===== config.mk =====
export PLATFORM = sky130hd
export DESIGN_NAME = l2_bank_arb_flat
export DESIGN_NICKNAME = d
export VERILOG_FILES = /design/src/rtl/l2_bank_arb_if.sv /design/src/rtl/l2_bank_arb.sv /design/src/flat_wrapper.sv
export SDC_FILE = /design/constraint.sdc
export NUM_CORES = 1
export LEC_CHECK = 0
export ABC_AREA = 1
export CORE_AREA = 2 2 179 181
export DETAILED_ROUTE_END_ITERATION = 10
export DIE_AREA = 0 0 181 183
export GPL_ROUTABILITY_DRIVEN = 0
export SYNTH_ARGS = -nofsm -noshare
export SYNTH_HDL_FRONTEND = slang
export SYNTH_SLANG_ARGS = --single-unit

===== constraint.sdc =====
create_clock -name clk_i -period 1.4 [get_ports clk_i]
set_input_delay 0.14 -clock clk_i [delete_from_list [all_inputs] [get_ports clk_i]]
set_output_delay 0.14 -clock clk_i [all_outputs]
set_load 0.01 [all_outputs]

===== src/rtl/l2_bank_arb_if.sv =====
// l2_bank_arb_if: port A/B request/response bus and SRAM bank bus for l2_bank_arb
//   slave  : arbiter side (takes requests, drives grants/responses and the SRAM command)
//   master : requester/SRAM side (drives requests and sram_rdata_i)
interface l2_bank_arb_if #(
  parameter int ADDR_WIDTH = 14,
  parameter int DATA_WIDTH = 64,
  parameter int BE_WIDTH   = DATA_WIDTH / 8
);
  logic                  a_req_i, b_req_i;
  logic                  a_gnt_o, b_gnt_o;
  logic [ADDR_WIDTH-1:0] a_addr_i, b_addr_i;
  logic                  a_we_i, b_we_i;
  logic [DATA_WIDTH-1:0] a_wdata_i, b_wdata_i;
  logic [BE_WIDTH-1:0]   a_be_i, b_be_i;
  logic                  a_rvalid_o, b_rvalid_o;
  logic [DATA_WIDTH-1:0] a_rdata_o, b_rdata_o;
  logic                  sram_req_o, sram_we_o;
  logic [ADDR_WIDTH-1:0] sram_addr_o;
  logic [DATA_WIDTH-1:0] sram_wdata_o;
  logic [BE_WIDTH-1:0]   sram_be_o;
  logic [DATA_WIDTH-1:0] sram_rdata_i;
  modport slave (
    input  a_req_i, b_req_i, a_addr_i, b_addr_i, a_we_i, b_we_i,
    input  a_wdata_i, b_wdata_i, a_be_i, b_be_i, sram_rdata_i,
    output a_gnt_o, b_gnt_o, a_rvalid_o, b_rvalid_o, a_rdata_o, b_rdata_o,
    output sram_req_o, sram_we_o, sram_addr_o, sram_wdata_o, sram_be_o
  );
  modport master (
    output a_req_i, b_req_i, a_addr_i, b_addr_i, a_we_i, b_we_i,
    output a_wdata_i, b_wdata_i, a_be_i, b_be_i, sram_rdata_i,
    input  a_gnt_o, b_gnt_o, a_rvalid_o, b_rvalid_o, a_rdata_o, b_rdata_o,
    input  sram_req_o, sram_we_o, sram_addr_o, sram_wdata_o, sram_be_o
  );
endinterface


===== src/rtl/l2_bank_arb.sv =====
// l2_bank_arb: two-port round-robin arbiter in front of one single-port L2 SRAM bank
//   clk_i, rst_ni : clock, asynchronous active-low reset
//   bus (slave)   : A/B req/gnt/addr/we/wdata/be in, rvalid/rdata out (2-cycle response),
//                   SRAM req/we/addr/wdata/be out, sram_rdata_i in (1 cycle after read)
module l2_bank_arb #(
  parameter int ADDR_WIDTH = 14,
  parameter int DATA_WIDTH = 64,
  parameter int BE_WIDTH   = DATA_WIDTH / 8
) (
  input  logic          clk_i,
  input  logic          rst_ni,
  l2_bank_arb_if.slave  bus
);
  // ptr_q set means the next conflict goes to B
  logic                  ptr_q, ptr_d;
  logic                  v1_q, v1_d, id1_q, id1_d, we1_q, we1_d;
  logic                  v2_q, v2_d, id2_q, id2_d;
  logic [DATA_WIDTH-1:0] rdata_q, rdata_d;
  assign bus.a_gnt_o      = bus.a_req_i & (~bus.b_req_i | ~ptr_q);
  assign bus.b_gnt_o      = bus.b_req_i & ~bus.a_gnt_o;
  assign bus.sram_req_o   = bus.a_gnt_o | bus.b_gnt_o;
  assign bus.sram_we_o    = bus.a_gnt_o ? bus.a_we_i : bus.b_gnt_o & bus.b_we_i;
  assign bus.sram_addr_o  = bus.a_gnt_o ? bus.a_addr_i  : bus.b_gnt_o ? bus.b_addr_i  : '0;
  assign bus.sram_wdata_o = bus.a_gnt_o ? bus.a_wdata_i : bus.b_gnt_o ? bus.b_wdata_i : '0;
  assign bus.sram_be_o    = bus.a_gnt_o ? bus.a_be_i    : bus.b_gnt_o ? bus.b_be_i    : '0;
  assign bus.a_rvalid_o   = v2_q & ~id2_q;
  assign bus.b_rvalid_o   = v2_q & id2_q;
  assign bus.a_rdata_o    = bus.a_rvalid_o ? rdata_q : '0;
  assign bus.b_rdata_o    = bus.b_rvalid_o ? rdata_q : '0;
  always_comb begin
    ptr_d   = (bus.a_req_i & bus.b_req_i) ? bus.a_gnt_o : ptr_q;
    v1_d    = bus.sram_req_o;
    id1_d   = bus.b_gnt_o;
    we1_d   = bus.sram_we_o;
    v2_d    = v1_q;
    id2_d   = id1_q;
    // write responses and idle cycles carry zero data
    rdata_d = (v1_q & ~we1_q) ? bus.sram_rdata_i : '0;
  end
  always_ff @(posedge clk_i or negedge rst_ni) begin
    if (!rst_ni) begin
      ptr_q   <= 1'b0;
      v1_q    <= 1'b0;
      id1_q   <= 1'b0;
      we1_q   <= 1'b0;
      v2_q    <= 1'b0;
      id2_q   <= 1'b0;
      rdata_q <= '0;
    end else begin
      ptr_q   <= ptr_d;
      v1_q    <= v1_d;
      id1_q   <= id1_d;
      we1_q   <= we1_d;
      v2_q    <= v2_d;
      id2_q   <= id2_d;
      rdata_q <= rdata_d;
    end
  end
endmodule


===== src/flat_wrapper.sv =====
// flat-port wrapper written by rule: the top's interface ports become plain ports
module l2_bank_arb_flat 
#(
  parameter int ADDR_WIDTH = 14,
  parameter int DATA_WIDTH = 64,
  parameter int BE_WIDTH   = DATA_WIDTH / 8
)
  (clk_i, rst_ni, bus_a_req_i, bus_b_req_i, bus_a_addr_i, bus_b_addr_i, bus_a_we_i, bus_b_we_i, bus_a_wdata_i, bus_b_wdata_i, bus_a_be_i, bus_b_be_i, bus_sram_rdata_i, bus_a_gnt_o, bus_b_gnt_o, bus_a_rvalid_o, bus_b_rvalid_o, bus_a_rdata_o, bus_b_rdata_o, bus_sram_req_o, bus_sram_we_o, bus_sram_addr_o, bus_sram_wdata_o, bus_sram_be_o);
  l2_bank_arb_if #(.ADDR_WIDTH(ADDR_WIDTH), .DATA_WIDTH(DATA_WIDTH), .BE_WIDTH(BE_WIDTH)) bus_i ();
  input  logic clk_i;
  input  logic rst_ni;
  input wire logic [$bits(bus_i.a_req_i)-1:0] bus_a_req_i;
  input wire logic [$bits(bus_i.b_req_i)-1:0] bus_b_req_i;
  input wire logic [$bits(bus_i.a_addr_i)-1:0] bus_a_addr_i;
  input wire logic [$bits(bus_i.b_addr_i)-1:0] bus_b_addr_i;
  input wire logic [$bits(bus_i.a_we_i)-1:0] bus_a_we_i;
  input wire logic [$bits(bus_i.b_we_i)-1:0] bus_b_we_i;
  input wire logic [$bits(bus_i.a_wdata_i)-1:0] bus_a_wdata_i;
  input wire logic [$bits(bus_i.b_wdata_i)-1:0] bus_b_wdata_i;
  input wire logic [$bits(bus_i.a_be_i)-1:0] bus_a_be_i;
  input wire logic [$bits(bus_i.b_be_i)-1:0] bus_b_be_i;
  input wire logic [$bits(bus_i.sram_rdata_i)-1:0] bus_sram_rdata_i;
  output wire logic [$bits(bus_i.a_gnt_o)-1:0] bus_a_gnt_o;
  output wire logic [$bits(bus_i.b_gnt_o)-1:0] bus_b_gnt_o;
  output wire logic [$bits(bus_i.a_rvalid_o)-1:0] bus_a_rvalid_o;
  output wire logic [$bits(bus_i.b_rvalid_o)-1:0] bus_b_rvalid_o;
  output wire logic [$bits(bus_i.a_rdata_o)-1:0] bus_a_rdata_o;
  output wire logic [$bits(bus_i.b_rdata_o)-1:0] bus_b_rdata_o;
  output wire logic [$bits(bus_i.sram_req_o)-1:0] bus_sram_req_o;
  output wire logic [$bits(bus_i.sram_we_o)-1:0] bus_sram_we_o;
  output wire logic [$bits(bus_i.sram_addr_o)-1:0] bus_sram_addr_o;
  output wire logic [$bits(bus_i.sram_wdata_o)-1:0] bus_sram_wdata_o;
  output wire logic [$bits(bus_i.sram_be_o)-1:0] bus_sram_be_o;
  assign bus_i.a_req_i = bus_a_req_i;
  assign bus_i.b_req_i = bus_b_req_i;
  assign bus_i.a_addr_i = bus_a_addr_i;
  assign bus_i.b_addr_i = bus_b_addr_i;
  assign bus_i.a_we_i = bus_a_we_i;
  assign bus_i.b_we_i = bus_b_we_i;
  assign bus_i.a_wdata_i = bus_a_wdata_i;
  assign bus_i.b_wdata_i = bus_b_wdata_i;
  assign bus_i.a_be_i = bus_a_be_i;
  assign bus_i.b_be_i = bus_b_be_i;
  assign bus_i.sram_rdata_i = bus_sram_rdata_i;
  assign bus_a_gnt_o = bus_i.a_gnt_o;
  assign bus_b_gnt_o = bus_i.b_gnt_o;
  assign bus_a_rvalid_o = bus_i.a_rvalid_o;
  assign bus_b_rvalid_o = bus_i.b_rvalid_o;
  assign bus_a_rdata_o = bus_i.a_rdata_o;
  assign bus_b_rdata_o = bus_i.b_rdata_o;
  assign bus_sram_req_o = bus_i.sram_req_o;
  assign bus_sram_we_o = bus_i.sram_we_o;
  assign bus_sram_addr_o = bus_i.sram_addr_o;
  assign bus_sram_wdata_o = bus_i.sram_wdata_o;
  assign bus_sram_be_o = bus_i.sram_be_o;
  l2_bank_arb #(.ADDR_WIDTH(ADDR_WIDTH), .DATA_WIDTH(DATA_WIDTH), .BE_WIDTH(BE_WIDTH)) u_core (.clk_i(clk_i), .rst_ni(rst_ni), .bus(bus_i));
endmodule

==> results of run 1 <==
==> cells by family after synthesis <==
group	Yosys count
and+or+nand+nor	462
buffers and inverters	191
DFF	70
AOI/OAI and AO/OA	1
==> area by class of cell <==
class                   instances  share of cell area
repair inverters                1             0.00153
flip-flops and latches         70               0.134
inverters                     134              0.0414
repair buffers                599               0.500
well taps                     402              0.0384
clock buffers                  12              0.0181
clock inverters                 4             0.00363
multi-input cells             463               0.263
==> stage by stage <==
step                utilization  worst slack [ps]
CTS                       0.355              -391
detailed placement        0.315              -436
finish                    0.419              -382
global placement          0.315              -456
global route              0.419              -452
floorplan                     -               203
==> synth_stat cells <==
master | instances | share of area
buf_2 | 33 | 0.036
buf_6 | 5 | 0.012
nand3_1 | 174 | 0.19
buf_1 | 2 | 0.0017
buf_4 | 5 | 0.0083
inv_2 | 1 | 0.00082
nand2_1 | 92 | 0.076
clkbuf_1 | 12 | 0.0099
o21ai_0 | 1 | 0.0011
dfrtp_1 | 70 | 0.39
nand2_4 | 1 | 0.0025
nor2_1 | 194 | 0.16
nand2_8 | 1 | 0.0044
inv_1 | 133 | 0.11
==> where the power goes <==
part	switching, W	internal (W)	total (W)
Clock	0.000874	0.00138	0.00225
Sequential	0.0000631	0.00219	0.00225
Combinational	0.00227	0.00260	0.00487
==> layer usage <==
| metal | GRT usage | wire length (um) | share of wire |
|---|---|---|---|
| met1 | 0.180 | 11500 | 0.37 |
| met2 | 0.303 | 15800 | 0.50 |
| met3 | 0.0560 | 2610 | 0.083 |
| met4 | 0.0823 | 1450 | 0.046 |
| met5 | 0 | 19 | 0.00060 |
==> sequential cells by signal, summed over array words and instances, names as in the netlist <==
signal / count
u_core.rdata_q: 64
u_core.id1_q: 1
u_core.id2_q: 1
u_core.ptr_q: 1
u_core.v1_q: 1
u_core.v2_q: 1
u_core.we1_q: 1
==> path summary, 6_finish.rpt <==
| kind | slack (ps) | cells past startpoint | to |
|---|---|---|---|
| max | -380 | 7 | bus_a_rdata_o[30] |
| min | 260 | 2 | u_core.rdata_q[3] |
| max reg2reg | 80 | 6 | u_core.ptr_q |
| min reg2reg | 410 | 0 | u_core.v2_q |
| max in group asynchronous | 580 | 3 | u_core.ptr_q |
| min in group clk_i | 320 | 3 | u_core.rdata_q[35] |
==> worst max-delay path, cell delays in order (launching register included) <==
cell and delay (ps):
dfrtp_2 430, nor2_4 130, buf_12 160, clkinv_16 90, buf_12 140, buf_6 110, nor2_2 100, buf_2 140
==> timing repair <==
action / CTS / global route
pin swaps: 47 / 54
resized for setup: 979 / 538
cloned: 23 / 4
setup buffers: 39 / 37
hold endpoints to repair: 24 / 0
hold buffers: 1 / 0
setup endpoints to repair: 219 / 220
==> summary.md, run 1 <==
| Metric | Value |
|---|---|
| Crit path kind | reg -> out |
| Max-slew violations | 0 |
| Vias in the first global route | around 7000 |
| Hold Violations, Final | 0 |
| Die height | 183 um |
| Maximum vdd drop | 536 uV |
| CTS Buf Count | 9 |
| Clk sinks | 70 |
| Clock insertion delay at the later pin of the skew report | 340 ps |
| Routed len/inst | 18.6 um |
| Fillers | between 2000 and 3000 |
| Final antenna-violating net count | 0 |
| First-pass GRT wire length | 42.3 mm |
| Largest family of logic cells by synthesized area | simple AND/OR/NAND/NOR gates |
| Area grow syn2layout | 188% |
| H-tree depth reported by CTS | 3 |
| Via count | 7050 |
| Die width | roughly 180 um |
| Setup ws final | -382 ps |
| Power Density | 716 nW/um^2 |
| Netlist Area Pre-Place | approximately 4500 um^2 |
| Proportion of synthesized area in mux cells | 0 |
| Worst R2R Start | u_core.ptr_q |
| Post-Route Hold Slack | approximately 260 ps |
| Most common cell after layout, fill and taps aside | clkdlybuf4s50_1 |
| Antenna violations before repair | 2 |
| Failing checks | negative setup slack |
| Leakage power | just over 6 nW |
| CTS tree | yes |
| WL final | between 30 and 40 mm |
| Slew headroom | 0.743 |
| Largest net degree at the start of global routing | 70 |
| PortBufs | approximately 460 |
| Worst Setup SP | u_core.id2_q |
| Grt ovf | 0 |
| Register area share after synthesis | 0.385 |
| Root Driver | clkbuf_16 |
| Die Area | about 33000 um^2 |
| Area of the multi-input gates | between 3000 and 4000 um^2 |
| Fin cells | between 1500 and 2000 |
| Via density | around 4.2 |
| Hold Crit Class | in -> async |
| I/O Pins | 462 |
| Status | finished with violations |
| Max Clock Skew | 5.73 ps |
| Yosys reg bits | 70 |
| Finished Cell Area | around 13000 um^2 |
| Synth cell types | 14 |
| DP HPWL | about 21 mm |
| Cell count after synthesis | around 720 |
| Num rows | 65 |
| Initial core utilization | 0.146 |
| Critical Path AT | approximately 1600 ps |
| Minimum clock period | roughly 1800 ps |
| Antenna Cells | 0 |
| Layout cells sized above 1 | 0.492 |
| Placed inst area | a little under 10000 um^2 |
| Final setup fails | 220 |
| TritonRoute pass-1 iters | 4 |
| RSZ-0062 raised after global routing | true |
| Worst Setup Start Kind | flop |
| Clk pin slew, worst setup/hold paths | 60 ps |
| Commonest non-fill, non-tap cells in the layout | 238 x clkdlybuf4s50_1, 180 x buf_6, 130 x inv_1 |
| XOR/XNOR Fraction of Synth Area | 0 |
| Syn_nets | around 970 |
| WP data required | between 1000 and 1500 ps |
| Pwr Total | 0.00937 W |
| Syn avg cell area | about 6.3 um^2 |
| Starting DRC count in detailed routing | ~230 |
| CORE AREA | 31200 um^2 |
| Placed cell count | between 1500 and 2000 |
| Final worst path period share | 1.27 |
| DRC | 0 |
| Post-Synth Adder-Cell Area | 0 |
| Clk buf depth | 2 |
| Slew @ Worst Pin | between 300 and 400 ps |
| Crit path capture type | output port |
| FMAX | about 0.56 GHz |
| Synth Area in Compound Gates | 0.00110 |
| Setup TNS | -57360 ps |
| Ys Warns | 0 |
| Sequential cell area | between 1500 and 2000 um^2 |
| Max-cap viol count | 0 |
| Synth Area in Simple Gates | 0.435 |
| Layout net count | around 1500 |
| GRT Total Usage | 0.170 |
| Crit Path Max Fanout | 6 |
Note: power is estimated with default switching activity, not from simulation.
==> inputs of run 2 (changes only) <==
--- a/config.mk
+++ b/config.mk
@@ -7,6 +7,7 @@
 export LEC_CHECK = 0
 export ABC_AREA = 1
 export CORE_AREA = 2 2 179 181
+export CTS_BUF_LIST = sky130_fd_sc_hd__clkbuf_4 sky130_fd_sc_hd__clkbuf_8 sky130_fd_sc_hd__clkbuf_16
 export DETAILED_ROUTE_END_ITERATION = 10
 export DIE_AREA = 0 0 181 183
 export GPL_ROUTABILITY_DRIVEN = 0
==> run 2 against run 1 <==
The run still ends with negative setup slack left; flip-flop and latch count is the same; clock power increased by 3%; via count about the same; highest routed layer unchanged; combinational power about the same; largest cell class unchanged; total power is 0.64% higher; fmax increased by 0.22%; setup slack gained 3.9 ps; final cell count is the same; critical path depth stayed put; first-iteration DRC count decreased by 9.8%.
==> summary.md, run 2 (synthesized netlist as in run 1, its figures left out) <==
| Metric | Value |
|---|---|
| Grt ovf | 0 (unchanged) |
| I/O Pins | 462 (unchanged) |
| Minimum clock period | 1780 ps (-3.92 ps) |
| CTS Buf Count | 9 (unchanged) |
| Antenna Cells | 0 (unchanged) |
| Most flops, register | u_core.rdata_q |
| Most common cell after layout, fill and taps aside | clkdlybuf4s50_1 |
| Routed len/inst | 18.7 um (about the same) |
| RSZ-0062 raised after global routing | true |
| H-tree depth reported by CTS | 3 (unchanged) |
| CORE AREA | 31200 um^2 (unchanged) |
| Max-cap viol count | 0 (unchanged) |
| WP data required | 1260 ps (about the same) |
| Hold Violations, Final | 0 (unchanged) |
| Vias in the first global route | 6942 (-0.12%) |
| Antenna violations before repair | 2 (unchanged) |
| Area grow syn2layout | 188% (about the same) |
| Critical Path AT | 1640 ps (about the same) |
| Clock insertion delay at the later pin of the skew report | 340 ps (about the same) |
| Crit path capture type | output port |
| DP HPWL | 21.0 mm (unchanged) |
| Clk sinks | 70 (unchanged) |
| Layout net count | 1520 (unchanged) |
| Starting DRC count in detailed routing | 203 (-9.8%) |
| PortBufs | 461 (unchanged) |
| Num rows | 65 (unchanged) |
| Crit path kind | reg -> out |
| Maximum vdd drop | 537 uV (about the same) |
| Layout cells sized above 1 | 0.494 (+0.00234) |
| Fillers | 2973 (+0.13%) |
| Slew @ Worst Pin | 390 ps (+4.41 ps) |
| Setup ws final | -379 ps (+3.92 ps) |
| Post-Route Hold Slack | 264 ps (-0.0540 ps) |
| Pre-CTS setup slack | -436 ps (unchanged) |
| DRC | 0 (unchanged) |
| Commonest non-fill, non-tap cells in the layout | 238 x clkdlybuf4s50_1, 180 x buf_6, 130 x inv_1 |
| WL final | 31.4 mm (about the same) |
| Die Area | 33100 um^2 (unchanged) |
| Clk pin slew, worst setup/hold paths | 60 ps (about the same) |
| Max FFs per register | 64 (unchanged) |
| Via density | 4.18 (about the same) |
| Max-slew violations | 0 (unchanged) |
| Clk buf depth | 2 (unchanged) |
| Initial core utilization | 0.146 (unchanged) |
| Leakage power | 6.12 nW (+0.17%) |
| Final setup fails | 220 (unchanged) |
| Max Clock Skew | 5.67 ps (-0.0513 ps) |
| Worst Setup Start Kind | flop |
| Final worst path period share | 1.27 (-0.00280) |
| CTS tree | yes |
| GRT Total Usage | 0.170 (about the same) |
| Fin cells | 1685 (unchanged) |
| Die width | 181 um (unchanged) |
| Crit Path Max Fanout | 6 (unchanged) |
| Hold Crit Class | in -> async |
| FMAX | 0.562 GHz (+0.22%) |
| Root Driver | clkbuf_16 |
| Largest net degree at the start of global routing | 70 (unchanged) |
| Status | finished with violations |
| Slew headroom | 0.740 (-0.00294) |
| Final antenna-violating net count | 0 (unchanged) |
| TritonRoute pass-1 iters | 4 (unchanged) |
| Die height | 183 um (unchanged) |
| Power Density | 720 nW/um^2 (+0.55%) |
| Placed cell count | 1573 (unchanged) |
| First-pass GRT wire length | 42.3 mm (about the same) |
| Pwr Total | 0.00943 W (+0.64%) |
| Via count | 7046 (-0.057%) |
| Final core occ | 0.419 (about the same) |
| Failing checks | negative setup slack |
-- run 2: changes by cell type in the layout (fill, tap and decap cells not counted) --
cell	change
clkbuf_4	+3
clkbuf_1	-3
-- run 2: final timing paths --
| check | from | to | slack (ps) | cells after the start |
|---|---|---|---|---|
| min reg2reg | u_core.v1_q | u_core.v2_q | 410 | 0 |
| max | u_core.id2_q | bus_a_rdata_o[30] | -380 | 7 |
| min | rst_ni | u_core.rdata_q[3] | 260 | 2 |
| max reg2reg | u_core.ptr_q | u_core.ptr_q | 80 | 6 |
| min in group clk_i | bus_sram_rdata_i[35] | u_core.rdata_q[35] | 320 | 3 |
| max in group asynchronous | rst_ni | u_core.ptr_q | 580 | 3 |
-- run 2: layout make-up --
type	count	area [um^2]	area share
Inverter	134	542	0.0414
Tap cell	402	503	0.0384
Timing Repair inverter	1	20.0	0.00153
Clock buffer	12	248	0.0189
Multi-Input combinational cell	463	3440	0.263
Timing Repair Buffer	599	6540	0.499
Clock inverter	4	47.5	0.00363
Sequential cell	70	1750	0.134
-- run 2: report_power, final --
part	leakage (nW)	internal, W	switching (W)	total [W]
sequential	0.897	0.00219	0.0000642	0.00226
clock	0.147	0.00143	0.000876	0.00231
combinational	5.07	0.00260	0.00227	0.00486
-- run 2: metal layers --
metal,global-route usage,part of all wire,vias to the layer above
met5,0,0.00070,-
met4,0.0823,0.047,4
met3,0.0560,0.083,75
met2,0.303,0.50,369
met1,0.180,0.37,3304
li1,-,-,3294
-- run 2: repair_timing --
| action | in CTS | in global routing |
|---|---|---|
| cloned | 23 | 4 |
| hold buffers | 1 | 0 |
| setup buffers | 39 | 37 |
| resized for setup | 979 | 538 |
| pin swaps | 47 | 54 |
| hold endpoints to repair | 24 | 0 |
| endpoints found under the setup margin | 219 | 220 |
-- run 2: critical path: stages, from the launching register on --
cell and delay (ps):
dfrtp_2 430, nor2_4 130, buf_12 160, clkinv_16 90
buf_12 140, buf_6 110, nor2_2 100, buf_2 140
-- run 2: through the flow --
| stage | setup TNS, ps | instance area (um^2) |
|---|---|---|
| floorplan | 0 | 4550 |
| global placement | -52120 | 9840 |
| detailed placement | -54650 | 9840 |
| CTS | -62270 | 11100 |
| global route | -71330 | 13100 |
| finish | -57360 | 13100 |
